[config.mk]
export PLATFORM = sky130hd
export DESIGN_NAME = axis_rr_packet_arbiter
export DESIGN_NICKNAME = d
export VERILOG_FILES = /design/src/rtl/axis_rr_packet_arbiter.sv
export SDC_FILE = /design/constraint.sdc
export NUM_CORES = 1
export LEC_CHECK = 0
export ABC_AREA = 1
export CAP_MARGIN = 40
export CORE_ASPECT_RATIO = 0.7
export CORE_MARGIN = 2
export CORE_UTILIZATION = 45
export DETAILED_ROUTE_END_ITERATION = 10
export PLACE_DENSITY = 0.69
export SLEW_MARGIN = 20
export SYNTH_ARGS = -nofsm -noshare
export SYNTH_HDL_FRONTEND = slang
export SYNTH_SLANG_ARGS = --single-unit
[constraint.sdc]
create_clock -name ACLK -period 2.6 [get_ports ACLK]
set_clock_uncertainty 0.2 [all_clocks]
set_input_delay 0.65 -clock ACLK [delete_from_list [all_inputs] [get_ports ACLK]]
set_output_delay 0.65 -clock ACLK [all_outputs]
set_load 0.005 [all_outputs]
[src/rtl/axis_rr_packet_arbiter.sv]
// ---------------------------------------------------------------------------
// axis_rr_packet_arbiter
//
// Packet-level round-robin arbiter for CHANNEL_NUMBER AXI-Stream requesters.
// A winner is chosen in IDLE, starting the search just above the previous
// winner. The grant (mux select) is then held for a whole packet. It is
// released on the TLAST handshake at the mux output. At least one IDLE cycle
// always separates two grants.
//
// Optional feature macro: AXIS_ARB_PMU_EN
//   Adds per-channel saturating counters for completed packets and for
//   waiting cycles. It also adds a synchronous pmu_clr input. Arbitration is
//   the same with or without the macro.
//
// Ports
//   ACLK          in   clock, rising edge
//   ARESETn       in   asynchronous active-low reset
//   in_tvalid     in   [CHANNEL_NUMBER]     TVALID of each requester
//   out_tvalid    in   TVALID at mux output
//   out_tready    in   TREADY at mux output
//   out_tlast     in   TLAST at mux output
//   en            out  mux enable (registered)
//   ctrl          out  [CHANNEL_NUMBER_WIDTH] granted channel index (registered)
//   busy          out  grant held (registered)
//   pmu_clr       in   clear all PMU counters            (AXIS_ARB_PMU_EN)
//   pmu_pkt_cnt   out  [CHANNEL_NUMBER][PMU_COUNTER_WIDTH] packets per channel
//   pmu_wait_cnt  out  [CHANNEL_NUMBER][PMU_COUNTER_WIDTH] wait cycles per channel
// ---------------------------------------------------------------------------
module axis_rr_packet_arbiter #(
  parameter int CHANNEL_NUMBER       = 5,
  parameter int CHANNEL_NUMBER_WIDTH = $clog2(CHANNEL_NUMBER),
  parameter int PMU_COUNTER_WIDTH    = 16
) (
  input  logic                            ACLK,
  input  logic                            ARESETn,
  input  logic [CHANNEL_NUMBER-1:0]       in_tvalid,
  input  logic                            out_tvalid,
  input  logic                            out_tready,
  input  logic                            out_tlast,
  output logic                            en,
  output logic [CHANNEL_NUMBER_WIDTH-1:0] ctrl,
  output logic                            busy
`ifdef AXIS_ARB_PMU_EN
  ,
  input  logic                                                pmu_clr,
  output logic [CHANNEL_NUMBER-1:0][PMU_COUNTER_WIDTH-1:0]    pmu_pkt_cnt,
  output logic [CHANNEL_NUMBER-1:0][PMU_COUNTER_WIDTH-1:0]    pmu_wait_cnt
`endif
);

  localparam logic [0:0] IDLE  = 1'b0;
  localparam logic [0:0] GRANT = 1'b1;

  // Channel count in the widened index domain used by the wrap-around search.
  localparam logic [CHANNEL_NUMBER_WIDTH:0]   CH_NUM  = (CHANNEL_NUMBER_WIDTH+1)'(CHANNEL_NUMBER);
  // Reset value of last_grant: the highest channel, so channel 0 wins first.
  localparam logic [CHANNEL_NUMBER_WIDTH-1:0] LAST_CH = CHANNEL_NUMBER_WIDTH'(CHANNEL_NUMBER - 1);

  logic [0:0]                      state_r;
  logic [0:0]                      state_nxt_s;
  logic [CHANNEL_NUMBER_WIDTH-1:0] ctrl_r;
  logic [CHANNEL_NUMBER_WIDTH-1:0] ctrl_nxt_s;
  logic [CHANNEL_NUMBER_WIDTH-1:0] last_grant_r;
  logic [CHANNEL_NUMBER_WIDTH-1:0] last_grant_nxt_s;
  logic                            en_r;
  logic                            busy_r;
  logic [CHANNEL_NUMBER_WIDTH-1:0] pick_s;
  logic                            release_s;

  // First requesting channel above 'last', wrapping modulo CHANNEL_NUMBER.
  // The loop runs from the farthest offset down to the nearest, so the
  // nearest requester is the one assigned last.
  function automatic logic [CHANNEL_NUMBER_WIDTH-1:0] rr_pick(
    input logic [CHANNEL_NUMBER-1:0]       req,
    input logic [CHANNEL_NUMBER_WIDTH-1:0] last
  );
    logic [CHANNEL_NUMBER_WIDTH:0] idx;
    rr_pick = last;
    for (int k = CHANNEL_NUMBER; k >= 1; k--) begin
      idx = {1'b0, last} + (CHANNEL_NUMBER_WIDTH+1)'(k);
      if (idx >= CH_NUM) begin
        idx = idx - CH_NUM;
      end else begin
        idx = idx;
      end
      if (req[idx[CHANNEL_NUMBER_WIDTH-1:0]]) begin
        rr_pick = idx[CHANNEL_NUMBER_WIDTH-1:0];
      end else begin
        rr_pick = rr_pick;
      end
    end
  endfunction

  assign pick_s    = rr_pick(in_tvalid, last_grant_r);
  assign release_s = (state_r == GRANT) & out_tvalid & out_tready & out_tlast;

  // Next-state logic: arbitrate in IDLE, hold the grant until the TLAST handshake.
  always_comb begin
    state_nxt_s      = state_r;
    ctrl_nxt_s       = ctrl_r;
    last_grant_nxt_s = last_grant_r;
    case (state_r)
      IDLE: begin
        if (|in_tvalid) begin
          state_nxt_s      = GRANT;
          ctrl_nxt_s       = pick_s;
          last_grant_nxt_s = pick_s;
        end else begin
          state_nxt_s = IDLE;
        end
      end
      GRANT: begin
        if (release_s) begin
          state_nxt_s = IDLE;
        end else begin
          state_nxt_s = GRANT;
        end
      end
      default: begin
        state_nxt_s = IDLE;
      end
    endcase
  end

  // FSM, select and registered enable/busy. The outputs follow the next state,
  // so they match the FSM state in every cycle.
  always_ff @(posedge ACLK or negedge ARESETn) begin
    if (!ARESETn) begin
      state_r      <= IDLE;
      ctrl_r       <= '0;
      last_grant_r <= LAST_CH;
      en_r         <= 1'b0;
      busy_r       <= 1'b0;
    end else begin
      state_r      <= state_nxt_s;
      ctrl_r       <= ctrl_nxt_s;
      last_grant_r <= last_grant_nxt_s;
      en_r         <= (state_nxt_s == GRANT);
      busy_r       <= (state_nxt_s == GRANT);
    end
  end

  assign en   = en_r;
  assign busy = busy_r;
  assign ctrl = ctrl_r;

`ifdef AXIS_ARB_PMU_EN
  localparam logic [PMU_COUNTER_WIDTH-1:0] PMU_MAX = {PMU_COUNTER_WIDTH{1'b1}};
  localparam logic [PMU_COUNTER_WIDTH-1:0] PMU_ONE = PMU_COUNTER_WIDTH'(1);

  logic [CHANNEL_NUMBER-1:0][PMU_COUNTER_WIDTH-1:0] pkt_cnt_r;
  logic [CHANNEL_NUMBER-1:0][PMU_COUNTER_WIDTH-1:0] wait_cnt_r;

  for (genvar i = 0; i < CHANNEL_NUMBER; i++) begin : g_pmu
    logic pkt_inc_s;
    logic wait_inc_s;

    assign pkt_inc_s  = release_s & (ctrl_r == CHANNEL_NUMBER_WIDTH'(i));
    assign wait_inc_s = in_tvalid[i] & ~((state_r == GRANT) & (ctrl_r == CHANNEL_NUMBER_WIDTH'(i)));

    // Saturating per-channel counters; clear wins over a simultaneous increment.
    always_ff @(posedge ACLK or negedge ARESETn) begin
      if (!ARESETn) begin
        pkt_cnt_r[i]  <= '0;
        wait_cnt_r[i] <= '0;
      end else if (pmu_clr) begin
        pkt_cnt_r[i]  <= '0;
        wait_cnt_r[i] <= '0;
      end else begin
        if (pkt_inc_s && (pkt_cnt_r[i] != PMU_MAX)) begin
          pkt_cnt_r[i] <= pkt_cnt_r[i] + PMU_ONE;
        end else begin
          pkt_cnt_r[i] <= pkt_cnt_r[i];
        end
        if (wait_inc_s && (wait_cnt_r[i] != PMU_MAX)) begin
          wait_cnt_r[i] <= wait_cnt_r[i] + PMU_ONE;
        end else begin
          wait_cnt_r[i] <= wait_cnt_r[i];
        end
      end
    end
  end

  assign pmu_pkt_cnt  = pkt_cnt_r;
  assign pmu_wait_cnt = wait_cnt_r;
`endif

endmodule

; Word-level counts from Yosys, hierarchy flattened
; Index checks and enable logic that the tools add are counted.
[totals]
out_inout_bits = 5
ff_bits = 7
[classes]
n_bitwise = 4
reduce_logical = 2
muxes = 23
order_cmp = 10
add_sub_neg = 10
[ops]
columns = cell, n
row1 = 3-bit two-way mux, 10
row2 = "4-bit by 3-bit greater-or-equal comparator with 1-bit output, second input constant", 5
row3 = "3-bit by 4-bit < comparator with 1-bit output, second input constant", 5
row4 = 1-bit binary-select mux with 3-bit select, 5
row5 = "3-bit subtractor, second input constant", 5
row6 = "3-bit by 2-bit adder with 4-bit output, second input constant", 2
row7 = "3-bit by 3-bit adder with 4-bit output, second input constant", 2
row8 = 1-bit two-way mux, 7
row9 = 5-bit OR reduction, 1
row10 = "3-bit by 1-bit adder with 4-bit output, second input constant", 1
row11 = 1-bit AND, 3
row12 = 1-bit case mux with 2 select lines, 1
row13 = 2-bit AND reduction, 1
row14 = 1-bit NOT, 1

; Logic depth before layout (Yosys ltp)
[depth]
word_depth = 10
mapped_depth = 20
mapped_depth_nobuf = 20

; Worst setup path before layout
; OpenSTA, ideal clock, no wires.
[synth_path]
path_kind = register -> register
startpoint = register, netlist name ctrl[0]
endpoint = register ctrl_r[0] (netlist: ctrl[0])
setup_ns = 0.116
required_ns = 2.284
t_arrival_ns = 2.250
slack_ns = 0.033
synth_period_minus_slack_ns = 2.567
stages_incl_launch_ff = 19
cell_sequence = dfrtp_1 > inv_2 > ha_1 > inv_1 > fa_1 > inv_1 > nand2_2 > nand2_1 > nand3_1 > nand3_1 > nand2_1 > nand2_1 > nand2_2 > nor2_2 > nand3_2 > nand2_2 > nor2_2 > nand2_1 > nand2_1
[synth_rtl]
columns = element, line_no
row1 = "end signal, assigned", 136  ; ctrl_r <= ctrl_nxt_s;
row2 = "end, declared", 61  ; logic [CHANNEL_NUMBER_WIDTH-1:0] ctrl_r;

==> reports/qor.csv <==
stage;metric;value;unit
layout;Filler cells;229;
setup_path;critical path launch point type;register;
drt;vias per inst;5.32;
floorplan;# IOs;15;
synth;Post-synth EDFFs;0;
setup_path;Max stage delay on crit path;0.44;ns
setup_path;CP required;2.51;ns
layout;area grow syn2layout;28.6;%
sta;max frequency;395;MHz
clock_tree;number of H-tree levels;1;
sta;relative slew slack;79.6;%
setup_path;CP max stage cell;dfrtp_2;
layout;n_diodes;0;
status;status;completed;
sta;Slew Viols, Final;0;
grt;largest net degree at the start of global routing;17;
synth;fraction of registers with async set/reset;100;%
worst_hold_path;Hold WC Path Type;register to register;
setup_path;Critical Path Fanout Max;6;
run;Max-Cap Viols;0;
drt;WL per Instance;13.8;µm
grt;Congestion Overflow GR;0;
floorplan;Die Wd;67.1;µm
floorplan;CORE AREA;2550;µm²
clock_tree;total CTS buffers;3;
sta;final hold viol count;0;
synth;Yosys reg bits;5;
setup_path;Reg2Reg Launch Point;ctrl[1]$_DFFE_PN0P_;
floorplan;initial core utilization;49.1;%
synth;Cell Area, Synth;1250;µm²
drt;DRT iter0 DRCs;118;
worst_hold_path;hold endpoint;ctrl[2]$_DFFE_PN0P_;
setup_path;cell breakdown of the critical path;ha_1 -> inv_2 -> fa_2 -> o22ai_1 -> nor2_1 -> nand2_1 -> nand2_4 -> nor2_2 -> nand3_2 -> nand2_2 -> nor2_2 -> nand2_1 -> nand2_1;
setup_path;CP arrival;2.44;ns
clock_tree;maximum root-to-sink buffer count;2;
floorplan;row count;15;
floorplan;DIE AREA;3230;µm²
setup_path;worst reg2reg endpoint;ctrl[0]$_DFFE_PN0P_;
layout;Final #Nets;258;
drt;via count;1436;
grt;first-pass GRT wire length;5640;µm
place;Placed Area;1470;µm²
sta;Period minus WS final;2.53;ns
setup_path;Most common cell on crit path;nand2_1;
sta;Final Cycle Share;97.3;%
clock_tree;CTS tree;done;
drt;drt first pass iters;4;
clock_tree;clk sink count;5;
worst_hold_path;hold path start;ctrl[2]$_DFFE_PN0P_;
sta;worst slew pin tran;0.306;ns
grt;vias in the first global route;1181;
clock_tree;CTS root buffer;clkbuf_8;
place;hpwl dp;3000;µm
place;routability congestion estimate;0.956;
drt;Routed Antenna Nets;0;
grt;gr usage total;24.1;%
synth;Cells after Synth;210;
clock_tree;clk slew on worst S/H paths;0.04;ns
setup_path;internal reg-to-reg setup slack;0.07;ns
worst_hold_path;hold depth;2;
synth;YS warnings;0;
synth;Synth area leaders;nand2_1 (19%), nand3_1 (13%), ha_1 (10%);
layout;Finished Cell Area;1610;µm²
drt;drt drc;0;
layout;share of cells above drive strength 1;30.1;%
synth;mean area per synthesized cell;5.97;µm²
synth;Synth area leader;nand2_1;
setup_path;endpoint class of the critical path;register;
setup_path;R2R cell count;13;
synth;synth unique cells;28;
grt;initial antenna violation count;0;
synth;sequential share of the synthesized area;10.1;%
floorplan;chip height;48.2;µm
sta;final setup violation count;0;
drt;final WL;3730;µm
setup_path;critical path type;register to register;
synth;Synth top area share;19.5;%
clock_tree;worst skew pair latency;0.22;ns
sta;RSZ-0062 raised after global routing;yes;
synth;Mapped Nets;231;
synth;Synth Flop Type;dfrtp_1;
place;PortBufs;14;
## area by class of cell
| cell class | count | area [µm²] | share of cell area (%) |
|---|---|---|---|
| clock buffers | 4 | 45.0 | 2.79 |
| repair buffers | 27 | 250 | 15.5 |
| multi-input cells | 167 | 1010 | 62.9 |
| well taps | 34 | 42.5 | 2.64 |
| flip-flops and latches | 5 | 131 | 8.15 |
| inverters | 33 | 129 | 7.99 |
## cells by family after synthesis
group                    after synthesis  synth area share [%]
flip-flops                             5                  10.1
XOR/XNOR                               1                 0.699
adder cells (fa/ha/maj)               11                  11.6
buffers and inverters                 38                  13.9
AND/OR/NAND/NOR                      135                  54.3
AO/OA/AOI/OAI                         20                  9.48
## layout by cell type (no fill, tap or decap), types with 5 or more instances in the layout
master / Yosys / routed
nand4_1: 5 / 5
nand3_1: 32 / 32
inv_1: 24 / 22
o21ai_2: 3 / 5
nand3_2: 6 / 6
ha_1: 10 / 8
nand2_1: 65 / 61
a21oi_1: 7 / 6
nand2_4: 4 / 7
nand2_2: 14 / 15
clkdlybuf4s50_1: 0 / 14
inv_2: 8 / 10
buf_4: 3 / 12
## sequential cells by signal, indices dropped and copies added (netlist names)
| name | flops |
|---|---|
| last_grant_r | 1 |
| ctrl | 3 |
| busy | 1 |
## worst max-delay path: cells and delay by family (launching register included)
family                   cells  cell delay, ns
AO/OA/AOI/OAI                1            0.27
adder cells (fa/ha/maj)      2            0.64
buffers and inverters        1            0.08
flip-flops                   1            0.44
AND/OR/NAND/NOR              9            0.79
## through the flow
| step | setup WS [ns] | hold slack [ns] | TNS, ns | std cells | util [%] |
|---|---|---|---|---|---|
| after floorplan | 0.0332 | 0.154 | 0 | 210 | - |
| after global placement | 0.0338 | 0.267 | 0 | 263 | 57.5 |
| after detailed placement | -0.00826 | 0.267 | -0.0136 | 263 | 57.5 |
| after CTS | 0.0174 | 0.277 | 0 | 267 | 59.4 |
| after global routing | -0.0912 | 0.308 | -0.239 | 270 | 63.2 |
| final | 0.0691 | 0.275 | 0 | 270 | 63.2 |
## per-layer routing
metal,vias up,global-route usage (%),share of wire [%]
met4,0,2.45,0
met5,-,0,0
li1,730,-,-
met2,46,40.2,45
met3,0,3.46,5.0
met1,660,34.6,50
## synthesized netlist by cell type (4+ instances only)
cell / number
nand3_2: 6
nand3_1: 32
ha_1: 10
inv_2: 8
inv_1: 24
a21oi_1: 7
dfrtp_1: 4
nand2_1: 65
o21ai_0: 5
nand2_2: 14
nand4_1: 5
nand2_4: 4
## repair_timing
| action | in CTS | in global routing |
|---|---|---|
| pin swaps | 0 | 4 |
| resized for setup | 2 | 18 |
| setup buffers | 0 | 3 |
| hold buffers | 0 | 0 |
| endpoints found under the setup margin | 2 | 4 |
## worst max path at each step
stage,from,end,slack [ns],cells past startpoint
global route,ctrl[1]$_DFFE_PN0P_,ctrl[1]$_DFFE_PN0P_,-0.09,15
finish,ctrl[1]$_DFFE_PN0P_,ctrl[0]$_DFFE_PN0P_,0.07,13
global placement,last_grant_r[2]$_DFFE_PN1P_,ctrl[0]$_DFFE_PN0P_,0.03,17
floorplan,ctrl[0]$_DFFE_PN0P_,ctrl[0]$_DFFE_PN0P_,0.03,18
CTS,ctrl[0]$_DFFE_PN0P_,ctrl[0]$_DFFE_PN0P_,0.02,18
detailed placement,last_grant_r[2]$_DFFE_PN1P_,ctrl[0]$_DFFE_PN0P_,-0.008,17
Power is left out: the tool's default activity adds up to more than one toggle a clock period on the data nets, which glitch-free logic cannot reach.
